--- src/rtl/blink_pkg.sv ---
// Shared constants and types for the LED blink path (27 MHz Tang Nano 9K).
// The downstream toggle stage uses the same defaults.
package blink_pkg;

    localparam int unsigned CLK_HZ           = 27000000;
    localparam int unsigned DEF_CNT_W        = 25;
    localparam int unsigned DEF_DEBOUNCE_CYC = 270000;
    localparam int unsigned DEF_DIV0         = 27000000;
    localparam int unsigned DEF_DIV1         = 13500000;
    localparam int unsigned DEF_DIV2         = 6750000;
    localparam int unsigned DEF_DIV3         = 3375000;

    typedef logic [1:0] rate_idx_t;

    // Natural 2-bit overflow gives the 3 -> 0 wrap.
    function automatic rate_idx_t next_rate(rate_idx_t idx);
        return idx + 2'd1;
    endfunction

endpackage

--- src/rtl/btn_debounce.sv ---
// Button front end: 2-flop synchroniser, stable-count debouncer and a one-cycle
// pulse on each accepted press (falling edge of the debounced, active-low level).
module btn_debounce #(
    parameter int unsigned DEBOUNCE_CYC = blink_pkg::DEF_DEBOUNCE_CYC
) (
    input  logic CLK,
    input  logic RESETn,
    input  logic iBtn,
    output logic oLevel,
    output logic oPress
);
    import blink_pkg::*;

    localparam int unsigned    CntW    = $clog2(DEBOUNCE_CYC);
    localparam logic [CntW-1:0] CntLast = CntW'(DEBOUNCE_CYC - 1);

    logic [1:0]      sync_q;
    logic            level_q, level_d;
    logic            level_dly_q;
    logic [CntW-1:0] cnt_q, cnt_d;
    logic            press_q, press_d;
    logic            s_btn;

    assign s_btn = sync_q[1];

    always_comb begin
        level_d = level_q;
        cnt_d   = cnt_q;
        if (s_btn == level_q) begin
            cnt_d = '0;
        end else if (cnt_q == CntLast) begin
            level_d = s_btn;
            cnt_d   = '0;
        end else begin
            cnt_d = cnt_q + 1'b1;
        end
        // Edge taken from the registered level, so the pulse lands one cycle after the flip.
        press_d = level_dly_q & ~level_q;
    end

    always_ff @(posedge CLK or negedge RESETn) begin
        if (!RESETn) begin
            sync_q      <= 2'b11;
            level_q     <= 1'b1;
            level_dly_q <= 1'b1;
            cnt_q       <= '0;
            press_q     <= 1'b0;
        end else begin
            sync_q      <= {sync_q[0], iBtn};
            level_q     <= level_d;
            level_dly_q <= level_q;
            cnt_q       <= cnt_d;
            press_q     <= press_d;
        end
    end

    assign oLevel = level_q;
    assign oPress = press_q;

endmodule

--- src/rtl/blink_rate_ctrl.sv ---
// Blink rate front end: each debounced press steps a 2-bit rate index, and a
// counter emits a one-cycle toggle-enable tick at the selected period.
module blink_rate_ctrl #(
    parameter int unsigned DEBOUNCE_CYC = blink_pkg::DEF_DEBOUNCE_CYC,
    parameter int unsigned DIV0         = blink_pkg::DEF_DIV0,
    parameter int unsigned DIV1         = blink_pkg::DEF_DIV1,
    parameter int unsigned DIV2         = blink_pkg::DEF_DIV2,
    parameter int unsigned DIV3         = blink_pkg::DEF_DIV3,
    parameter int unsigned CNT_W        = blink_pkg::DEF_CNT_W
) (
    input  logic       CLK,
    input  logic       RESETn,
    input  logic       iBtn,
    output logic       oTick,
    output logic [1:0] oRateIdx,
    output logic       oBtnPress
);
    import blink_pkg::*;

    localparam logic [CNT_W-1:0] Term0 = CNT_W'(DIV0 - 1);
    localparam logic [CNT_W-1:0] Term1 = CNT_W'(DIV1 - 1);
    localparam logic [CNT_W-1:0] Term2 = CNT_W'(DIV2 - 1);
    localparam logic [CNT_W-1:0] Term3 = CNT_W'(DIV3 - 1);

    rate_idx_t        idx_q, idx_d;
    logic [CNT_W-1:0] cnt_q, cnt_d;
    logic             tick_q, tick_d;
    logic [CNT_W-1:0] term;
    logic             btn_press;
    logic             unused_btn_level;

    btn_debounce #(
        .DEBOUNCE_CYC(DEBOUNCE_CYC)
    ) u_btn_debounce (
        .CLK   (CLK),
        .RESETn(RESETn),
        .iBtn  (iBtn),
        .oLevel(unused_btn_level),
        .oPress(btn_press)
    );

    always_comb begin
        unique case (idx_q)
            2'd0: term = Term0;
            2'd1: term = Term1;
            2'd2: term = Term2;
            2'd3: term = Term3;
            default: term = Term0;
        endcase
    end

    always_comb begin
        idx_d  = idx_q;
        cnt_d  = cnt_q;
        tick_d = 1'b0;
        // A press restarts the phase and suppresses any coincident terminal tick.
        if (btn_press) begin
            idx_d = next_rate(idx_q);
            cnt_d = '0;
        end else if (cnt_q >= term) begin
            cnt_d  = '0;
            tick_d = 1'b1;
        end else begin
            cnt_d = cnt_q + 1'b1;
        end
    end

    always_ff @(posedge CLK or negedge RESETn) begin
        if (!RESETn) begin
            idx_q  <= 2'd0;
            cnt_q  <= '0;
            tick_q <= 1'b0;
        end else begin
            idx_q  <= idx_d;
            cnt_q  <= cnt_d;
            tick_q <= tick_d;
        end
    end

    assign oTick     = tick_q;
    assign oRateIdx  = idx_q;
    assign oBtnPress = btn_press;

endmodule

--- config.mk ---
export PLATFORM = sky130hd
export DESIGN_NAME = blink_rate_ctrl
export DESIGN_NICKNAME = d
export VERILOG_FILES = /design/src/rtl/blink_pkg.sv /design/src/rtl/btn_debounce.sv /design/src/rtl/blink_rate_ctrl.sv
export SDC_FILE = /design/constraint.sdc
export NUM_CORES = 1
export LEC_CHECK = 0
export ABC_CLOCK_PERIOD_IN_PS = 7600
export CORE_MARGIN = 1
export CORE_UTILIZATION = 45
export CTS_CLUSTER_DIAMETER = 40
export DETAILED_ROUTE_END_ITERATION = 10
export HOLD_SLACK_MARGIN = 0.12
export REMOVE_ABC_BUFFERS = 1
export SLEW_MARGIN = 20
export SYNTH_ARGS = -nofsm -noshare
export SYNTH_HDL_FRONTEND = slang
export SYNTH_SLANG_ARGS = --single-unit
export TNS_END_PERCENT = 100
--- constraint.sdc ---
create_clock -name CLK -period 7.6 [get_ports CLK]
set_clock_uncertainty 0.1 [all_clocks]
set_input_delay 0.76 -clock CLK [delete_from_list [all_inputs] [get_ports CLK]]
set_output_delay 0.76 -clock CLK [all_outputs]
set_load 0.05 [all_outputs]
; Word-level counts from Yosys, hierarchy flattened
; Cells that the tools add are included.
[word_totals]
register_bits = 52
inputBits = 3
output_inout_bits = 4
word_cells = 29
[classes]
addsub = 3
n_lt_le_gt_ge = 1
n_eq_ne = 5
mux = 7
bitwise_logic = 3
reduce_logical = 2
[ops]
columns = operator, n
row1 = 25-bit one-hot mux with 4 select lines, 1
row2 = 25-bit two-way mux, 2
row3 = 19-bit two-way mux, 2
row4 = "25-bit by 1-bit adder with 25-bit output, second input constant", 1
row5 = 25-bit >= comparator, 1
row6 = "19-bit by 1-bit adder with 19-bit output, second input constant", 1
row7 = "19-bit == test, second input constant", 1
row8 = "2-bit == test, second input constant", 2
row9 = "2-bit by 1-bit adder with 2-bit output, second input constant", 1
row10 = "2-bit by 1-bit == test with 1-bit output, second input constant", 1
row11 = 2-bit zero test, 1
row12 = 1-bit two-way mux, 2
row13 = 1-bit inverter, 2
row14 = 2-bit AND reduction, 1
row15 = 1-bit AND, 1
row16 = 1-bit == test, 1

; Depth between registers and ports, before layout
; Gate-level depths: netlist of the first run.
[logic_depth]
depth_word = 5
depth_mapped = 11
ltp_nobuf = 10

; Cells and area by module
; From an unflattened synthesis of the first run, not the netlist that was laid out.
[hier_totals]
cells_unflattened = 299
area_unflattened_um2 = 3084.2
[by_module_without_submodules]
columns = mod, n_inst, cells_each, area_each_um2, seq_area_each_um2
row1 = blink_rate_ctrl, 1, 196, 1951.9, 700.7
row2 = btn_debounce, 1, 103, 1132.3, 605.6

; Worst setup path before layout of the first run
; Ideal clock, no wire load.
[synth_path]
kind = reg-to-reg
startpoint = register idx_q[0], in the netlist oRateIdx[0]
endpoint = register cnt_q[15]
setup_ns = 0.086
arrival_ns = 2.682
required_time_ns = 7.414
setup_slack_ns = 4.732
stages_incl_launch_ff = 12
path_buffers = 2
synth_period_minus_slack_ns = 2.868
cell_sequence = dfrtp_1 inv_1 ha_1 buf_2 inv_1 ha_1 a21oi_1 a211oi_1 a211oi_1 nand3b_1 clkbuf_1 nor3_1
[synth_via]
elab_chain_cells = 5
elab_cells_between_ends = 8
classes_between = order compare (1) / eq/ne (3) / mux (3) / reduce/logical (1)
[synth_lines]
columns = item, line
row1 = from (decl), blink_rate_ctrl.sv:25  ; rate_idx_t idx_q, idx_d;
row2 = from (signal assigned), blink_rate_ctrl.sv:74  ; idx_q <= idx_d;
row3 = 2-bit == test (tied with other cells), blink_rate_ctrl.sv:43  ; unique case (idx_q)
row4 = 25-bit one-hot mux with 4 select lines (*), blink_rate_ctrl.sv:43
row5 = 25-bit >= comparator (*), blink_rate_ctrl.sv:60  ; end else if (cnt_q >= term) begin
row6 = 25-bit two-way mux (*), blink_rate_ctrl.sv:60
row7 = 25-bit two-way mux (*), blink_rate_ctrl.sv:57  ; if (btn_press) begin
row8 = named net cnt_d[15], blink_rate_ctrl.sv:26  ; logic [CNT_W-1:0] cnt_q, cnt_d;
row9 = to (signal assigned), blink_rate_ctrl.sv:75  ; cnt_q <= cnt_d;
row10 = to (decl), blink_rate_ctrl.sv:26
; Mark *: on every way through the listed nets, which the timed path passes. The rest lies on a longest branch. The select of a mux whose other input is x is not followed.
; A chain may end at the register's enable or synchronous reset.

; Worst setup path after layout of the first run
[layout_path]
startpoint = register idx_q[0], in the netlist oRateIdx[0]
endpoint = register cnt_q[24]
; Same word-level chain as after synthesis.

==> results of run 1 <==
[power by group through the flow]
stage | sequential, mW | clock [mW] | combinational, mW
2_1_floorplan | 0.285 | 0 | 0.00339
3_3_place_gp | 0.286 | 0 | 0.0109
3_5_place_dp | 0.286 | 0 | 0.0110
4_1_cts | 0.280 | 0.173 | 0.0110
5_1_grt | 0.281 | 0.182 | 0.0125
6_report | 0.280 | 0.166 | 0.0103
[how the worst max path moves through the flow]
| stage | to | slack (ns) | cells past startpoint |
|---|---|---|---|
| 2_1_floorplan | cnt_q[1] | 4.53 | 9 |
| 3_3_place_gp | cnt_q[1] | 4.34 | 9 |
| 3_5_place_dp | cnt_q[7] | 4.14 | 9 |
| 4_1_cts | cnt_q[24] | 4.15 | 9 |
| 5_1_grt | cnt_q[24] | 3.88 | 10 |
| 6_report | cnt_q[24] | 4.22 | 9 |
[area by class of cell]
| cell class | instances | area [µm²] | area share (%) |
|---|---|---|---|
| clock buffer | 5 | 68.8 | 2.19 |
| timing repair buffer | 8 | 73.8 | 2.35 |
| multi-input combinational | 224 | 1530 | 48.6 |
| inverter | 12 | 45.0 | 1.43 |
| tap | 77 | 96.3 | 3.06 |
| clock inverter | 3 | 26.3 | 0.835 |
| sequential | 52 | 1310 | 41.5 |
[worst register-to-register path, cell delays in order (launching register included)]
cell                       delay [ns]
sky130_fd_sc_hd__dfrtp_1         0.48
sky130_fd_sc_hd__inv_1           0.12
sky130_fd_sc_hd__ha_1            0.45
sky130_fd_sc_hd__inv_1           0.12
sky130_fd_sc_hd__ha_1            0.31
sky130_fd_sc_hd__a21oi_1         0.14
sky130_fd_sc_hd__a211oi_1        0.06
sky130_fd_sc_hd__a211oi_1        0.30
sky130_fd_sc_hd__nand3b_1        0.75
sky130_fd_sc_hd__nor3_1          0.44
[Yosys cell counts (5+ instances only)]
library cell              instances  area share (%)
sky130_fd_sc_hd__dfrtp_1         48              41
sky130_fd_sc_hd__nor2_1          34             4.3
sky130_fd_sc_hd__nor3_1          28             4.8
sky130_fd_sc_hd__xnor2_1         25             7.5
sky130_fd_sc_hd__nand3_1         23             3.9
sky130_fd_sc_hd__ha_1            20             8.5
sky130_fd_sc_hd__xor2_1          20             6.0
sky130_fd_sc_hd__nand2_1         13             1.7
sky130_fd_sc_hd__inv_1           12             1.5
sky130_fd_sc_hd__nand4_1         10             2.1
sky130_fd_sc_hd__a21oi_1          6             1.0
sky130_fd_sc_hd__and3_1           6             1.3
sky130_fd_sc_hd__and4_1           5             1.5
[registers in the layout (all words and copies together) (netlist names)]
register                    cells
cnt_q                          25
oRateIdx                        2
oTick                           1
u_btn_debounce.cnt_q           19
u_btn_debounce.level_dly_q      1
u_btn_debounce.oLevel           1
u_btn_debounce.oPress           1
u_btn_debounce.sync_q           2
[cells by family after synthesis]
| kind of cell | Yosys count |
|---|---|
| adders and majority gates | 20 |
| muxes | 1 |
| AOI/OAI and AO/OA | 25 |
| DFF | 52 |
| xor gates and xnor gates | 45 |
| buffers and inverters | 20 |
| and+or+nand+nor | 133 |
[routing by layer]
metal / vias up / wire (µm) / track usage, %
met5: - / 0 / 0
met1: 1030 / 2660 / 22.8
met2: 21 / 2590 / 32.6
li1: 1052 / - / -
met4: 0 / 84 / 5.69
met3: 8 / 123 / 3.63
[through the flow]
step,hold slack (ns),area (µm²)
after floorplan,0.245,2880
after global placement,0.247,3040
after detailed placement,0.247,3040
after CTS,0.263,3130
after global routing,0.275,3150
final,0.262,3150
==> impl_table.tex, run 1 <==
\begin{tabular}{lr}
\hline
Metric & Value \\
\hline
\multicolumn{2}{l}{\textbf{Run status}} \\
\quad Run status & completed \\
\multicolumn{2}{l}{\textbf{STA}} \\
\quad Final-layout setup total negative slack & 0 ns \\
\quad Number of pins exceeding their max-slew limit in the final report & 0 \\
\quad Fin worst setup slack & around 4.2 ns \\
\quad Post-route clock period utilization & 44.5\% \\
\quad Slew margin rel. & 31.6\% \\
\quad Clock period minus final worst setup slack & 3.38 ns \\
\quad Unrepaired setup endpoints after global routing & false \\
\quad Slew @ Worst Pin & a little over 1 ns \\
\quad Top achievable clock speed & 0.296 GHz \\
\quad Setup violation total in the final timing report & 0 \\
\quad Hold Violations, Final & 0 \\
\multicolumn{2}{l}{\textbf{Placed design}} \\
\quad Number of cells after detailed placement & 372 \\
\quad DP Wirelength & between 3 and 4 mm \\
\quad Pre-CTS setup slack & 4.14 ns \\
\quad Port-buffer cells & 6 \\
\quad Gpl congestion & 0.895 \\
\multicolumn{2}{l}{\textbf{Power and ir drop}} \\
\quad Combinational fraction of design power & 2.2\% \\
\quad Total power & approximately 0.46 mW \\
\quad Clock group share of total power & 36.3\% \\
\quad Pwr per Cell Area & 145 nW/µm² \\
\quad Leak pwr & 1.30 nW \\
\quad Switching Share & a little under a quarter \\
\quad Internal power summed over all cells & 0.349 mW \\
\quad Maximum resistive drop on vdd & around 0.00011 V \\
\quad Net load switching power & 0.107 mW \\
\quad Power share of the sequential group & 61.4\% \\
\multicolumn{2}{l}{\textbf{Global route}} \\
\quad Vias in the first global route & 2,083 \\
\quad Number of antenna violations at the first check in global routing & 0 \\
\quad Total overflow reported by the global router & 0 \\
\quad Pin count of the biggest net entering global routing & 53 \\
\quad Wire length of the first global-routing pass & 9.46 mm \\
\quad Total GRT Usage & 18.6\% \\
\multicolumn{2}{l}{\textbf{Clock tree}} \\
\quad H-tree depth & 2 \\
\quad Clock edge transition at the registers on the reported setup and hold paths & approximately 0.10 ns \\
\quad Setup Fix Bufs, Post-CTS & 0 \\
\quad Max Root-Sink Buffers & 2 \\
\quad \# clock sinks & 52 \\
\quad Number of hold buffers added after CTS & 0 \\
\quad Number of buffers added by the clock tree synthesis step & 5 \\
\quad Clock root buffer & sky130\_fd\_sc\_hd\_\_clkbuf\_8 \\
\quad Clock insertion delay at the later pin of the skew report & 0.31 ns \\
\quad CTS tree & built \\
\quad Resize count post-CTS & 0 \\
\multicolumn{2}{l}{\textbf{Synth}} \\
\quad Post-Synth Simple-Gate Area & 23.2\% \\
\quad Post-synthesis compound-gate area fraction & 6.52\% \\
\quad Synthesis Warnings & 0 \\
\quad Multiplexer share of the synthesized area & less than 1\% \\
\quad Dominant combinational cell family by area after synthesis & simple AND/OR/NAND/NOR gates \\
\quad Dominant synthesized flop cell & sky130\_fd\_sc\_hd\_\_dfrtp\_1 \\
\quad Average cell area after synthesis & 9.92 µm² \\
\quad Synth Register Bits & 52 \\
\quad Cell count after synthesis & 296 \\
\quad Sequential-to-total area share from yosys stat & 44.5\% \\
\quad Share of flip-flops with an asynchronous set or reset & 100\% \\
\quad Post-synthesis adder-cell area fraction & 8.53\% \\
\quad Synth Area in XOR/XNOR & between 10\% and 20\% \\
\quad EDFF count, synth & 0 \\
\quad Combined area of all synthesized cells & 2940 µm² \\
\quad Count of cell types in the netlist & 44 \\
\multicolumn{2}{l}{\textbf{Drt}} \\
\quad Antenna-violating nets left & 0 \\
\quad Iteration count of the initial detailed-routing pass & 4 \\
\quad Total number of vias & 2,111 \\
\quad Wirelength per Cell & 14.3 µm \\
\quad Sum of routed wire length over all layers & 5.46 mm \\
\quad Number of DRC markers in iteration 0 & 77 \\
\quad Drt via density & around 5.5 \\
\quad DRC errors left & 0 \\
\multicolumn{2}{l}{\textbf{Final layout}} \\
\quad Count of filler cells inserted in the layout & 626 \\
\quad Proportion of layout cells with a drive suffix above 1 & 7.57\% \\
\quad Number of nets in the layout & 326 \\
\quad Final standard cell utilization of the core & 49.8\% \\
\quad Area overhead of the layout relative to synthesis & 7.16\% \\
\quad Most common library cell in the layout ignoring fill and taps & sky130\_fd\_sc\_hd\_\_dfrtp\_1 \\
\quad Antenna diode count & 0 \\
\quad Layout Cells excl Fill & 381 \\
\quad Most used cells in the layout excluding fill and tap cells & 48 x sky130\_fd\_sc\_hd\_\_dfrtp\_1, 34 x sky130\_fd\_sc\_hd\_\_nor2\_1, 28 x sky130\_fd\_sc\_hd\_\_nor3\_1 \\
\multicolumn{2}{l}{\textbf{Worst setup path}} \\
\quad Ordered cell list for the critical path & inv\_1 -> ha\_1 -> inv\_1 -> ha\_1 -> a21oi\_1 -> a211oi\_1 -> a211oi\_1 -> nand3b\_1 -> nor3\_1 \\
\quad Buf+Inv Stages, Crit Path & 2 \\
\quad CP startpoint & oRateIdx[0] \\
\quad Maximum fanout encountered on the critical timing path & 25 \\
\quad Critical R2R Launch & oRateIdx[0] \\
\quad Category of the most critical setup path & reg2reg \\
\quad Capturing point of the worst reg2reg path & cnt\_q[24] \\
\quad Required time at the worst-slack endpoint & 7.71 ns \\
\quad Sort of element at the start of the critical path & register \\
\quad Crit path largest cell delay & 0.75 ns \\
\quad Category of the worst setup path capture point & register \\
\quad Worst r2r path cells & 9 \\
\quad Arrival time of the worst setup path & 3.49 ns \\
\quad Worst reg-to-reg setup slack & about 4.2 ns \\
\quad Cell type group with the largest total delay on the critical path & simple AND/OR/NAND/NOR gates \\
\quad Worst-path cell with the longest stage delay & sky130\_fd\_sc\_hd\_\_nand3b\_1 \\
\multicolumn{2}{l}{\textbf{Die}} \\
\quad Floorplan die height & around 83 µm \\
\quad Total core area & about 6300 µm² \\
\quad Starting density of the core & 46.5\% \\
\quad Top-level I/O count & 7 \\
\quad Area of the die & 6850 µm² \\
\quad Floorplan die width & 82.8 µm \\
\quad FP Rows & 29 \\
\multicolumn{2}{l}{\textbf{Run}} \\
\quad Max-capacitance violation count & 0 \\
\multicolumn{2}{l}{\textbf{Worst hold path}} \\
\quad Hold path start & u\_btn\_debounce.sync\_q[0] \\
\quad Class of the tightest hold or removal check & reg2reg \\
\quad Min-Delay Path Depth & 0 \\
\quad Worst Hold Endpoint & u\_btn\_debounce.sync\_q[1] \\
\hline
\end{tabular}
No activity file was read; power rests on OpenSTA's default activity.
==> inputs of run 2 (changes only) <==
ABC_CLOCK_PERIOD_IN_PS = 3100   (was 7600)
clock period = 3.1 ns   (was 7.6 ns; I/O delays follow)
==> impl_table.tex, run 2 (synthesis gave the netlist of run 1 again) <==
\begin{tabular}{lr}
\hline
Metric & Value \\
\hline
\multicolumn{2}{l}{\textbf{Drt}} \\
\quad Wirelength per Cell & 14.8 µm (was 14.3 µm) \\
\quad Total number of vias & 2,094 (was 2,111) \\
\quad Iteration count of the initial detailed-routing pass & 4 (unchanged) \\
\quad Drt via density & 5.47 (was 5.54) \\
\quad Antenna-violating nets left & 0 (unchanged) \\
\quad Sum of routed wire length over all layers & 5.66 mm (was 5.46 mm) \\
\quad DRC errors left & 0 (unchanged) \\
\quad Number of DRC markers in iteration 0 & 95 (was 77) \\
\multicolumn{2}{l}{\textbf{Worst setup path}} \\
\quad CP startpoint & oRateIdx[0] (unchanged) \\
\quad Depth of the critical timing path with buffers and inverters included & 10 (was 9) \\
\quad Category of the most critical setup path & reg2reg (unchanged) \\
\quad Buf+Inv Stages, Crit Path & 3 (was 2) \\
\quad Crit path to & cnt\_q[14] (was cnt\_q[24]) \\
\quad Maximum fanout encountered on the critical timing path & 25 (unchanged) \\
\quad Crit path largest cell delay & 0.49 ns (was 0.75 ns) \\
\quad Worst-path cell with the longest stage delay & sky130\_fd\_sc\_hd\_\_dfrtp\_1 (was sky130\_fd\_sc\_hd\_\_nand3b\_1) \\
\quad Capturing point of the worst reg2reg path & cnt\_q[14] (was cnt\_q[24]) \\
\quad Category of the worst setup path capture point & register (unchanged) \\
\quad Required time at the worst-slack endpoint & 3.21 ns (was 7.71 ns) \\
\quad Arrival time of the worst setup path & 2.86 ns (was 3.49 ns) \\
\quad Critical R2R Launch & oRateIdx[0] (unchanged) \\
\quad Worst r2r path cells & 10 (was 9) \\
\quad Cell type group with the largest total delay on the critical path & adder cells (was simple AND/OR/NAND/NOR gates) \\
\quad Worst reg-to-reg setup slack & 0.35 ns (was 4.22 ns) \\
\quad Ordered cell list for the critical path & inv\_1 -> ha\_1 -> inv\_1 -> ha\_1 -> a21oi\_1 -> a211oi\_1 -> a211oi\_1 -> nand3b\_1 -> buf\_4 -> nor3\_1 (was inv\_1 -> ha\_1 -> inv\_1 -> ha\_1 -> a21oi\_1 -> a211oi\_1 -> a211oi\_1 -> nand3b\_1 -> nor3\_1) \\
\quad Sort of element at the start of the critical path & register (unchanged) \\
\multicolumn{2}{l}{\textbf{Clock tree}} \\
\quad CTS tree & built (unchanged) \\
\quad Resize count post-CTS & 0 (unchanged) \\
\quad \# clock sinks & 52 (unchanged) \\
\quad Setup Fix Bufs, Post-CTS & 0 (unchanged) \\
\quad Clock edge transition at the registers on the reported setup and hold paths & 0.10 ns (about the same) \\
\quad Clock insertion delay at the later pin of the skew report & 0.31 ns (about the same) \\
\quad Max Root-Sink Buffers & 2 (unchanged) \\
\quad Number of hold buffers added after CTS & 1 (was 0) \\
\quad Number of buffers added by the clock tree synthesis step & 5 (unchanged) \\
\quad H-tree depth & 2 (unchanged) \\
\quad Clock root buffer & sky130\_fd\_sc\_hd\_\_clkbuf\_8 (unchanged) \\
\multicolumn{2}{l}{\textbf{Global route}} \\
\quad Most Used Layer, Global Route & met2 (unchanged) \\
\quad Met2 routing resource usage after global routing & 32.9\% (was 32.6\%) \\
\quad Total GRT Usage & 19.1\% (was 18.6\%) \\
\quad Vias in the first global route & 2,133 (was 2,083) \\
\quad Pin count of the biggest net entering global routing & 32 (was 53) \\
\quad Met3 capacity usage during global routing & 3.85\% (was 3.63\%) \\
\quad Total overflow reported by the global router & 0 (unchanged) \\
\quad Number of antenna violations at the first check in global routing & 0 (unchanged) \\
\quad GR Util met1 & 23.9\% (was 22.8\%) \\
\quad Wire length of the first global-routing pass & 9.90 mm (was 9.46 mm) \\
\multicolumn{2}{l}{\textbf{Final layout}} \\
\quad Registers with the most flip-flops & cnt\_q x25, u\_btn\_debounce.cnt\_q x19 (unchanged) \\
\quad Antenna diode count & 0 (unchanged) \\
\quad Register ranked first by flip-flop count & cnt\_q (unchanged) \\
\quad Most common library cell in the layout ignoring fill and taps & sky130\_fd\_sc\_hd\_\_dfrtp\_1 (unchanged) \\
\quad Proportion of layout cells with a drive suffix above 1 & 7.84\% (was 7.57\%) \\
\quad Count of filler cells inserted in the layout & 603 (was 626) \\
\quad Largest register FFs & 25 (unchanged) \\
\quad Most used cells in the layout excluding fill and tap cells & 48 x sky130\_fd\_sc\_hd\_\_dfrtp\_1, 34 x sky130\_fd\_sc\_hd\_\_nor2\_1, 28 x sky130\_fd\_sc\_hd\_\_nor3\_1 (unchanged) \\
\quad Number of nets in the layout & 328 (was 326) \\
\quad Area overhead of the layout relative to synthesis & 8.74\% (was 7.16\%) \\
\multicolumn{2}{l}{\textbf{Die}} \\
\quad Area of the die & 6850 µm² (unchanged) \\
\quad Starting density of the core & 46.5\% (unchanged) \\
\quad FP Rows & 29 (unchanged) \\
\quad Floorplan die width & 82.8 µm (unchanged) \\
\quad Floorplan die height & 82.8 µm (unchanged) \\
\quad Top-level I/O count & 7 (unchanged) \\
\quad Total core area & 6310 µm² (unchanged) \\
\multicolumn{2}{l}{\textbf{STA}} \\
\quad Hold Violations, Final & 0 (unchanged) \\
\quad Slew margin rel. & 50.0\% (was 31.6\%) \\
\quad Top achievable clock speed & 0.364 GHz (was 0.296 GHz) \\
\quad Slew @ Worst Pin & 0.750 ns (was 1.02 ns) \\
\quad Smallest hold slack & 0.262 ns (about the same) \\
\quad Setup violation total in the final timing report & 0 (unchanged) \\
\quad Clock period minus final worst setup slack & 2.75 ns (was 3.38 ns) \\
\quad Fin worst setup slack & 0.349 ns (was 4.22 ns) \\
\quad Number of pins exceeding their max-slew limit in the final report & 0 (unchanged) \\
\quad Final-layout setup total negative slack & 0 ns (unchanged) \\
\quad Post-route clock period utilization & 88.7\% (was 44.5\%) \\
\quad Unrepaired setup endpoints after global routing & false (unchanged) \\
\multicolumn{2}{l}{\textbf{Run status}} \\
\quad Run status & completed (unchanged) \\
\multicolumn{2}{l}{\textbf{Placed design}} \\
\quad Gpl congestion & 0.822 (was 0.895) \\
\quad Pre-CTS setup slack & 0.397 ns (was 4.14 ns) \\
\quad DP Wirelength & 3.84 mm (was 3.78 mm) \\
\quad Port-buffer cells & 6 (unchanged) \\
\multicolumn{2}{l}{\textbf{Power and ir drop}} \\
\quad Leak pwr & 1.32 nW (was 1.30 nW) \\
\quad Pwr per Cell Area & 374 nW/µm² (was 145 nW/µm²) \\
\quad Maximum resistive drop on vdd & 0.000262 V (was 0.000108 V) \\
\multicolumn{2}{l}{\textbf{Run}} \\
\quad Max-capacitance violation count & 0 (unchanged) \\
\multicolumn{2}{l}{\textbf{Worst hold path}} \\
\quad Class of the tightest hold or removal check & reg2reg (unchanged) \\
\hline
\end{tabular}
## run 2: cell count changes in the layout (fill, tap and decap cells not counted)
| cell | change |
|---|---|
| sky130_fd_sc_hd__bufinv_16 | +1 |
| sky130_fd_sc_hd__clkinv_4 | -1 |
| sky130_fd_sc_hd__clkinvlp_4 | +1 |
| sky130_fd_sc_hd__buf_12 | +1 |
| sky130_fd_sc_hd__dlygate4sd3_1 | +1 |
| sky130_fd_sc_hd__buf_6 | -1 |
| sky130_fd_sc_hd__inv_6 | -1 |
| sky130_fd_sc_hd__buf_4 | +1 |
## run 2: area by class of cell
type / instances / area, µm² / share of cell area, %
Multi-Input combinational cell: 224 / 1530 / 47.9
Sequential cell: 52 / 1310 / 40.9
Timing Repair Buffer: 10 / 100 / 3.14
Tap cell: 77 / 96.3 / 3.02
Clock buffer: 5 / 68.8 / 2.16
Clock inverter: 3 / 46.3 / 1.45
Inverter: 12 / 45.0 / 1.41
## run 2: power breakdown
group          internal, mW  switching [mW]
Combinational       0.00683          0.0202
Sequential            0.683         0.00366
Clock                 0.244           0.237
Total                 0.934           0.261
## run 2: worst min path at each step
stage | startpoint | endpoint | slack (ns) | depth (start not counted)
floorplan | RESETn | cnt_q[0] | -0.09 | 0
global placement | u_btn_debounce.sync_q[0] | u_btn_debounce.sync_q[1] | 0.25 | 0
CTS | u_btn_debounce.sync_q[0] | u_btn_debounce.sync_q[1] | 0.26 | 0
detailed placement | u_btn_debounce.sync_q[0] | u_btn_debounce.sync_q[1] | 0.25 | 0
finish | u_btn_debounce.sync_q[0] | u_btn_debounce.sync_q[1] | 0.26 | 0
global route | u_btn_debounce.sync_q[0] | u_btn_debounce.sync_q[1] | 0.27 | 0
## run 2: worst reg2reg max path: stages, from the launching register on
cell and delay [ns]:
sky130_fd_sc_hd__dfrtp_1 0.49, sky130_fd_sc_hd__inv_1 0.13, sky130_fd_sc_hd__ha_1 0.45, sky130_fd_sc_hd__inv_1 0.11, sky130_fd_sc_hd__ha_1 0.31, sky130_fd_sc_hd__a21oi_1 0.13
sky130_fd_sc_hd__a211oi_1 0.06, sky130_fd_sc_hd__a211oi_1 0.26, sky130_fd_sc_hd__nand3b_1 0.11, sky130_fd_sc_hd__buf_4 0.23, sky130_fd_sc_hd__nor3_1 0.27
## run 2: layer usage
layer,part of all wire (%),vias to the layer above,wire length [µm]
li1,-,1057,-
met1,50,1011,2800
met2,47,19,2680
met3,1.7,7,94
met4,1.4,0,80
met5,0,-,0
## run 2: through the flow
stage                     power, mW  area [µm²]  utilization, %  instances
after floorplan               0.708        2880               -        288
after global placement        0.727        3070            48.6        374
after detailed placement      0.728        3070            48.6        374
after CTS                      1.22        3190            50.6        383
after global routing           1.24        3190            50.6        383
final                          1.19        3190            50.6        383
